===== src/rtl/seg_display_regs_if.sv =====
// CPU data-memory bus bundle for the 7-segment display register bank.
// The master drives address, strobes and store data. The slave returns
// the registered load data.
interface seg_display_regs_if;
  logic [31:0] addr;
  logic        mem_write;
  logic        mem_read;
  logic [31:0] wdata;
  logic [31:0] rdata;

  modport master (output addr, output mem_write, output mem_read, output wdata, input rdata);
  modport slave  (input addr, input mem_write, input mem_read, input wdata, output rdata);
endinterface


===== src/rtl/seg_display_regs.sv =====
// Register bank between the CPU data bus and the 7-segment display driver.
// CPU stores fill the A0..A2 shadow registers. The shadow is copied
// atomically to the live a0..a2 words on an explicit commit, or after
// TIMEOUT quiet cycles following the last shadow write.
module seg_display_regs #(
  parameter logic [31:0] BASE_ADDR = 32'hFFFF_FC60,
  parameter logic [23:0] TIMEOUT   = 24'd2300000   // must be >= 2
) (
  input  logic                   clk,
  input  logic                   rst,
  seg_display_regs_if.slave      bus,
  output logic [31:0]            a0,
  output logic [31:0]            a1,
  output logic [31:0]            a2,
  output logic [2:0]             cases,
  output logic                   choose,
  output logic                   pending,
  output logic [7:0]             commit_cnt
);

  localparam logic [1:0] S_IDLE   = 2'd0;
  localparam logic [1:0] S_PEND   = 2'd1;
  localparam logic [1:0] S_COMMIT = 2'd2;

  localparam logic [2:0] OFF_A0     = 3'd0;
  localparam logic [2:0] OFF_A1     = 3'd1;
  localparam logic [2:0] OFF_A2     = 3'd2;
  localparam logic [2:0] OFF_CTRL   = 3'd3;
  localparam logic [2:0] OFF_STATUS = 3'd4;
  localparam logic [2:0] OFF_MODE   = 3'd5;

  logic [1:0]  state;
  logic [23:0] timer;
  logic [31:0] sh0, sh1, sh2;
  logic        commit_busy;

  logic        hit;
  logic [2:0]  off;
  logic        shadow_wr, ctrl_wr, clear, commit_req, mode_wr;
  logic [31:0] rd_val;

  assign commit_busy = (state == S_COMMIT);
  assign pending     = (state != S_IDLE);

  // Address decode: word-aligned access inside the 32-byte block window.
  assign hit = (bus.addr[31:5] == BASE_ADDR[31:5]) && (bus.addr[1:0] == 2'b00);
  assign off = bus.addr[4:2];

  assign shadow_wr  = hit && bus.mem_write && (off <= OFF_A2);
  assign ctrl_wr    = hit && bus.mem_write && (off == OFF_CTRL);
  assign mode_wr    = hit && bus.mem_write && (off == OFF_MODE);
  assign clear      = ctrl_wr && bus.wdata[1];
  assign commit_req = ctrl_wr && bus.wdata[0] && !bus.wdata[1];

  // Load data mux from the current (pre-write) register values.
  always_comb begin
    // NOTE: every output of a combinational block gets a default first so no latch is inferred.
    rd_val = '0;
    if (hit && bus.mem_read) begin
      case (off)
        OFF_A0:     rd_val = sh0;
        OFF_A1:     rd_val = sh1;
        OFF_A2:     rd_val = sh2;
        OFF_STATUS: rd_val = {16'b0, commit_cnt, 6'b0, commit_busy, pending};
        OFF_MODE:   rd_val = {28'b0, choose, cases};
        default:    rd_val = '0;
      endcase
    end
  end

  // Registers, commit FSM and quiet-timer; clear overrides the FSM.
  always_ff @(posedge clk) begin
    if (!rst) begin
      // NOTE: every storage element here is a handful of flops, not a RAM, so all of it is reset.
      state      <= S_IDLE;
      timer      <= '0;
      sh0        <= '0;
      sh1        <= '0;
      sh2        <= '0;
      a0         <= '0;
      a1         <= '0;
      a2         <= '0;
      cases      <= '0;
      choose     <= 1'b0;
      commit_cnt <= '0;
      bus.rdata  <= '0;
    end else begin
      // NOTE: non-blocking assignments make the COMMIT copy see the shadow as it was before a same-cycle write.
      bus.rdata <= rd_val;

      if (mode_wr) begin
        cases  <= bus.wdata[2:0];
        choose <= bus.wdata[3];
      end

      if (clear) begin
        sh0   <= '0;
        sh1   <= '0;
        sh2   <= '0;
        a0    <= '0;
        a1    <= '0;
        a2    <= '0;
        timer <= '0;
        state <= S_IDLE;
      end else begin
        if (shadow_wr) begin
          case (off)
            OFF_A0:  sh0 <= bus.wdata;
            OFF_A1:  sh1 <= bus.wdata;
            default: sh2 <= bus.wdata;
          endcase
        end

        case (state)
          S_IDLE: begin
            if (shadow_wr) begin
              state <= S_PEND;
              timer <= '0;
            end else if (commit_req) begin
              state <= S_COMMIT;
            end
          end
          S_PEND: begin
            if (shadow_wr) begin
              timer <= '0;
            end else if (commit_req || (timer == TIMEOUT - 24'd1)) begin
              state <= S_COMMIT;
              timer <= '0;
            end else begin
              timer <= timer + 24'd1;
            end
          end
          S_COMMIT: begin
            a0 <= sh0;
            a1 <= sh1;
            a2 <= sh2;
            if (commit_cnt != 8'hFF) commit_cnt <= commit_cnt + 8'd1;
            timer <= '0;
            state <= shadow_wr ? S_PEND : S_IDLE;
          end
          default: begin
            state <= S_IDLE;
            timer <= '0;
          end
        endcase
      end
    end
  end

endmodule


===== src/flat_wrapper.sv =====
// flat-port wrapper written by rule: the top's interface ports become plain ports
module seg_display_regs_flat 
#(
  parameter logic [31:0] BASE_ADDR = 32'hFFFF_FC60,
  parameter logic [23:0] TIMEOUT   = 24'd2300000                  
)
  (clk, rst, a0, a1, a2, cases, choose, pending, commit_cnt, bus_addr, bus_mem_write, bus_mem_read, bus_wdata, bus_rdata);
  seg_display_regs_if bus_i ();
  input  logic clk;
  input  logic rst;
  output logic [31:0] a0;
  output logic [31:0] a1;
  output logic [31:0] a2;
  output logic [2:0] cases;
  output logic choose;
  output logic pending;
  output logic [7:0] commit_cnt;
  input wire logic [$bits(bus_i.addr)-1:0] bus_addr;
  input wire logic [$bits(bus_i.mem_write)-1:0] bus_mem_write;
  input wire logic [$bits(bus_i.mem_read)-1:0] bus_mem_read;
  input wire logic [$bits(bus_i.wdata)-1:0] bus_wdata;
  output wire logic [$bits(bus_i.rdata)-1:0] bus_rdata;
  assign bus_i.addr = bus_addr;
  assign bus_i.mem_write = bus_mem_write;
  assign bus_i.mem_read = bus_mem_read;
  assign bus_i.wdata = bus_wdata;
  assign bus_rdata = bus_i.rdata;
  seg_display_regs #(.BASE_ADDR(BASE_ADDR), .TIMEOUT(TIMEOUT)) u_core (.clk(clk), .rst(rst), .bus(bus_i), .a0(a0), .a1(a1), .a2(a2), .cases(cases), .choose(choose), .pending(pending), .commit_cnt(commit_cnt));
endmodule

===== config.mk =====
export PLATFORM = sky130hd
export DESIGN_NAME = seg_display_regs_flat
export DESIGN_NICKNAME = d
export VERILOG_FILES = /design/src/rtl/seg_display_regs_if.sv /design/src/rtl/seg_display_regs.sv /design/src/flat_wrapper.sv
export SDC_FILE = /design/constraint.sdc
export NUM_CORES = 1
export LEC_CHECK = 0
export CAP_MARGIN = 20
export CORE_MARGIN = 1
export CORE_UTILIZATION = 35
export CTS_CLUSTER_DIAMETER = 150
export DETAILED_ROUTE_END_ITERATION = 12
export PLACE_DENSITY = 0.59
export REMOVE_ABC_BUFFERS = 1
export SYNTH_ARGS = -nofsm -noshare
export SYNTH_HDL_FRONTEND = slang
export SYNTH_SLANG_ARGS = --single-unit
export TNS_END_PERCENT = 10

===== constraint.sdc =====
create_clock -name clk -period 2.2 [get_ports clk]
set_clock_uncertainty 0.15 [all_clocks]
set_input_delay 0.44 -clock clk [delete_from_list [all_inputs] [get_ports clk]]
set_output_delay 0.44 -clock clk [all_outputs]
set_load 0.005 [all_outputs]

==> impl_results.md <==
* Status: complete, but fails checks
* Failing checks: negative setup slack
* Initial antenna violation count at 0
* Met1 Use GR at 28.04%
* Kind of critical path: register to register
* Vias in the first global route at 9192
* Core Box Area at 28860 µm²
* Final setup fails at 23
* DRC Markers at 0
* Num rows at 62
* RSZ-0062 raised after global routing: true
* Synth Register Bits at 262
* Area of the mapped netlist at 10300 µm²
* Vias at 9614
* Clock Tree Buf Depth at 3
* Register area share after synthesis at 50.93%
* Initial Utilization at 35.69%
* WL per Instance at 17.09 µm
* Final net count at 1611
* I/O pin count at 209
* Yosys cell types at 52
* Hold_buf cts at 0
* Final Hold Vio Count at 0
* CTS tree: yes
* RR Startpoint: u_core.timer[18]$_SDFFE_PP0N_
* Synth Instances at 1273
* H-tree levels at 1
* Share of cells above drive strength 1 at 14.34%
* Insertion delay of the later-clocked pin in the worst-skew pair at 0.55 ns
* Slew HR at 73.15%
* Max Cap Viol at 0
* Gr usage total at 21.01%
* P_leak at 5.261 nW
* Avg Synthesized Cell Area at 8.090 µm²
* Worst Setup SP: u_core.timer[18]$_SDFFE_PP0N_
* Die Y-Extent at 173.5 µm
* Worst slew pin tran at 0.4019 ns
* Critical Path RT at 2.48 ns
* Clock transition at path regs at 0.06 ns
* GR Util met3 at 3.224%
* Min Tclk post-route at 2.284 ns
* Worst VDD drop at 0.6062 mV
* Port Buf Inserts at 208
* Largest area contributor in the netlist: dfxtp_1
* Post-synth EDFFs at 0
* Final period utilization at 103.8%
* Reg2Reg Capture Point: u_core.timer[7]$_SDFFE_PP0N_
* Most common cell in the netlist: nand2_1
* CTS Sinks at 262
* Reg2Reg Depth at 8
* CP arrival at 2.56 ns
* Final instance area at 15010 µm²
* Synth top cells by count: nand2_1, dfxtp_1, a21oi_1, nor2_1, clkbuf_1
* Top post-synthesis cells by area: dfxtp_1, nand2_1, a21oi_1
* Area added between synthesis and finish at 45.75%
* RePlAce Congestion at 0.7849
* 1st-iter DRT viols at 701
* First-pass GRT wire length at 50560 µm
* Wirelength, routed at 33260 µm
* Via density at 4.940
* Final slew viol count at 0
* Grt met2 use at 35.12%
* Largest net degree at the start of global routing at 67
* Reg2Reg Setup Slack at -0.08 ns
* CTS Buf Count at 28
* Dpl cells at 1881
* Final ANT Viol Nets at 0
* CP endpoint: u_core.timer[7]$_SDFFE_PP0N_
* Top cell type's share of synthesized area at 50.93%
* Ys flop type: dfxtp_1
* GRT busiest layer: met2
* Max Fclk at 437.8 MHz
* TritonRoute pass-1 iters at 5
* Clock Tree Root: clkbuf_16
* Fin worst setup slack at -0.08413 ns
* Ys Warns at 0
* Die area at 30110 µm²
* Post-synth ARST share at 0%
* Type of origin of the critical path: register
* Grt ovf at 0
* Worst setup EP type: register
* Critical-path maximum fanout at 6
* Ant diodes at 0
* Cell Area, Placed at 13510 µm²
* Layout Cells excl Fill at 1946
* HPWL after DPL at 22080 µm
* PwrDens at 670.3 nW/µm²
* Hold crit path type: register to register
* Die W at 173.5 µm
[critical path, stage by stage, from the launching register on]
cell,delay [ns]
dfxtp_1,0.33
nor4bb_4,0.34
nand3_2,0.15
o41ai_2,0.35
buf_4,0.16
o21ba_4,0.16
o21bai_4,0.26
clkbuf_16,0.21
nor2_1,0.04
[routing by layer]
layer,up-vias,wire [µm]
li1,4777,-
met1,4563,14980
met2,233,16000
met3,41,1501
met4,0,770
met5,-,0
[cells in the final DEF, fill, tap and decap left out, types with 7 or more instances in the layout]
master,n
a2111oi_4,8
a211oi_1,7
a21oi_1,214
a21oi_2,11
a22oi_1,7
and3_1,7
buf_12,20
buf_4,85
buf_6,11
clkbuf_16,31
clkbuf_8,7
clkdlybuf4s50_1,183
clkinv_2,8
dfxtp_1,257
dlymetal6s2s_1,21
inv_1,9
mux2i_1,37
nand2_1,398
nand3_1,9
nand4_1,14
nor2_1,94
nor2b_1,9
xnor2_1,24
[repair_timing]
| action | 4_1_cts | 5_1_grt |
|---|---|---|
| endpoints found under the setup margin | 182 | 230 |
| setup buffers | 3 | 7 |
| pin swaps | 2 | 42 |
| cloned | 1 | 4 |
| resized for setup | 16 | 73 |
[sequential cells by signal (all words and copies together) (netlist names)]
name / flops
u_core.a0: 32
u_core.a1: 32
u_core.a2: 32
u_core.bus.rdata: 32
u_core.sh0: 32
u_core.sh1: 32
u_core.sh2: 32
u_core.timer: 24
u_core.commit_cnt: 8
u_core.cases: 3
u_core.state: 2
u_core.choose: 1
[worst min-delay path by stage]
stage	to	slack, ns	cells after the start	start
finish	u_core.a2[27]$_SDFFE_PP0P_	0.30	2	u_core.a2[27]$_SDFFE_PP0P_
global route	u_core.a1[11]$_SDFFE_PP0P_	0.32	2	u_core.a1[11]$_SDFFE_PP0P_
global placement	u_core.a1[30]$_SDFFE_PP0P_	0.29	2	u_core.a1[30]$_SDFFE_PP0P_
floorplan	u_core.sh1[0]$_SDFFE_PP0P_	0.29	2	u_core.sh1[0]$_SDFFE_PP0P_
CTS	u_core.a1[8]$_SDFFE_PP0P_	0.31	2	u_core.a1[8]$_SDFFE_PP0P_
detailed placement	u_core.a1[28]$_SDFFE_PP0P_	0.30	2	u_core.a1[28]$_SDFFE_PP0P_
[power by group]
part	total, mW	internal, mW	leakage [nW]	switching (mW)
clock network	4.89	2.93	0.486	1.97
registers	4.74	4.74	2.11	0.000000000347
logic	0.428	0.206	2.66	0.221
[stage by stage]
| stage | TNS (ns) | setup WS [ns] | hold slack [ns] | utilization (%) | power, mW |
|---|---|---|---|---|---|
| floorplan | -598.88 | -3.339 | 0.2921 | - | 4.934 |
| global placement | -141.11 | -0.6254 | 0.2928 | 46.83 | 5.256 |
| detailed placement | -146.76 | -0.6743 | 0.2985 | 46.83 | 5.255 |
| CTS | -4.417 | -0.07639 | 0.3062 | 50.53 | 10.15 |
| global route | -4.239 | -0.1729 | 0.3215 | 52.02 | 10.37 |
| finish | -1.293 | -0.08413 | 0.3042 | 52.02 | 10.06 |
[layout make-up]
type	instances	area, µm²
clock buffer	38	808.3
tap	384	480.5
multi-input combinational	913	4915
inverter	9	33.78
fill	2760	13850
timing repair buffer	327	3359
clock inverter	13	157.7
sequential	262	5256
[logic make-up after synthesis]
family	count (synthesis)	share of synthesized area, %
simple gates	577	23.82
xor+xnor	26	2.211
mux	39	3.924
compound gates	269	14.82
buf+inv	98	4.046
flops	262	50.93
fa+ha+maj	2	0.2429
Note: power is estimated with default switching activity, not from simulation.
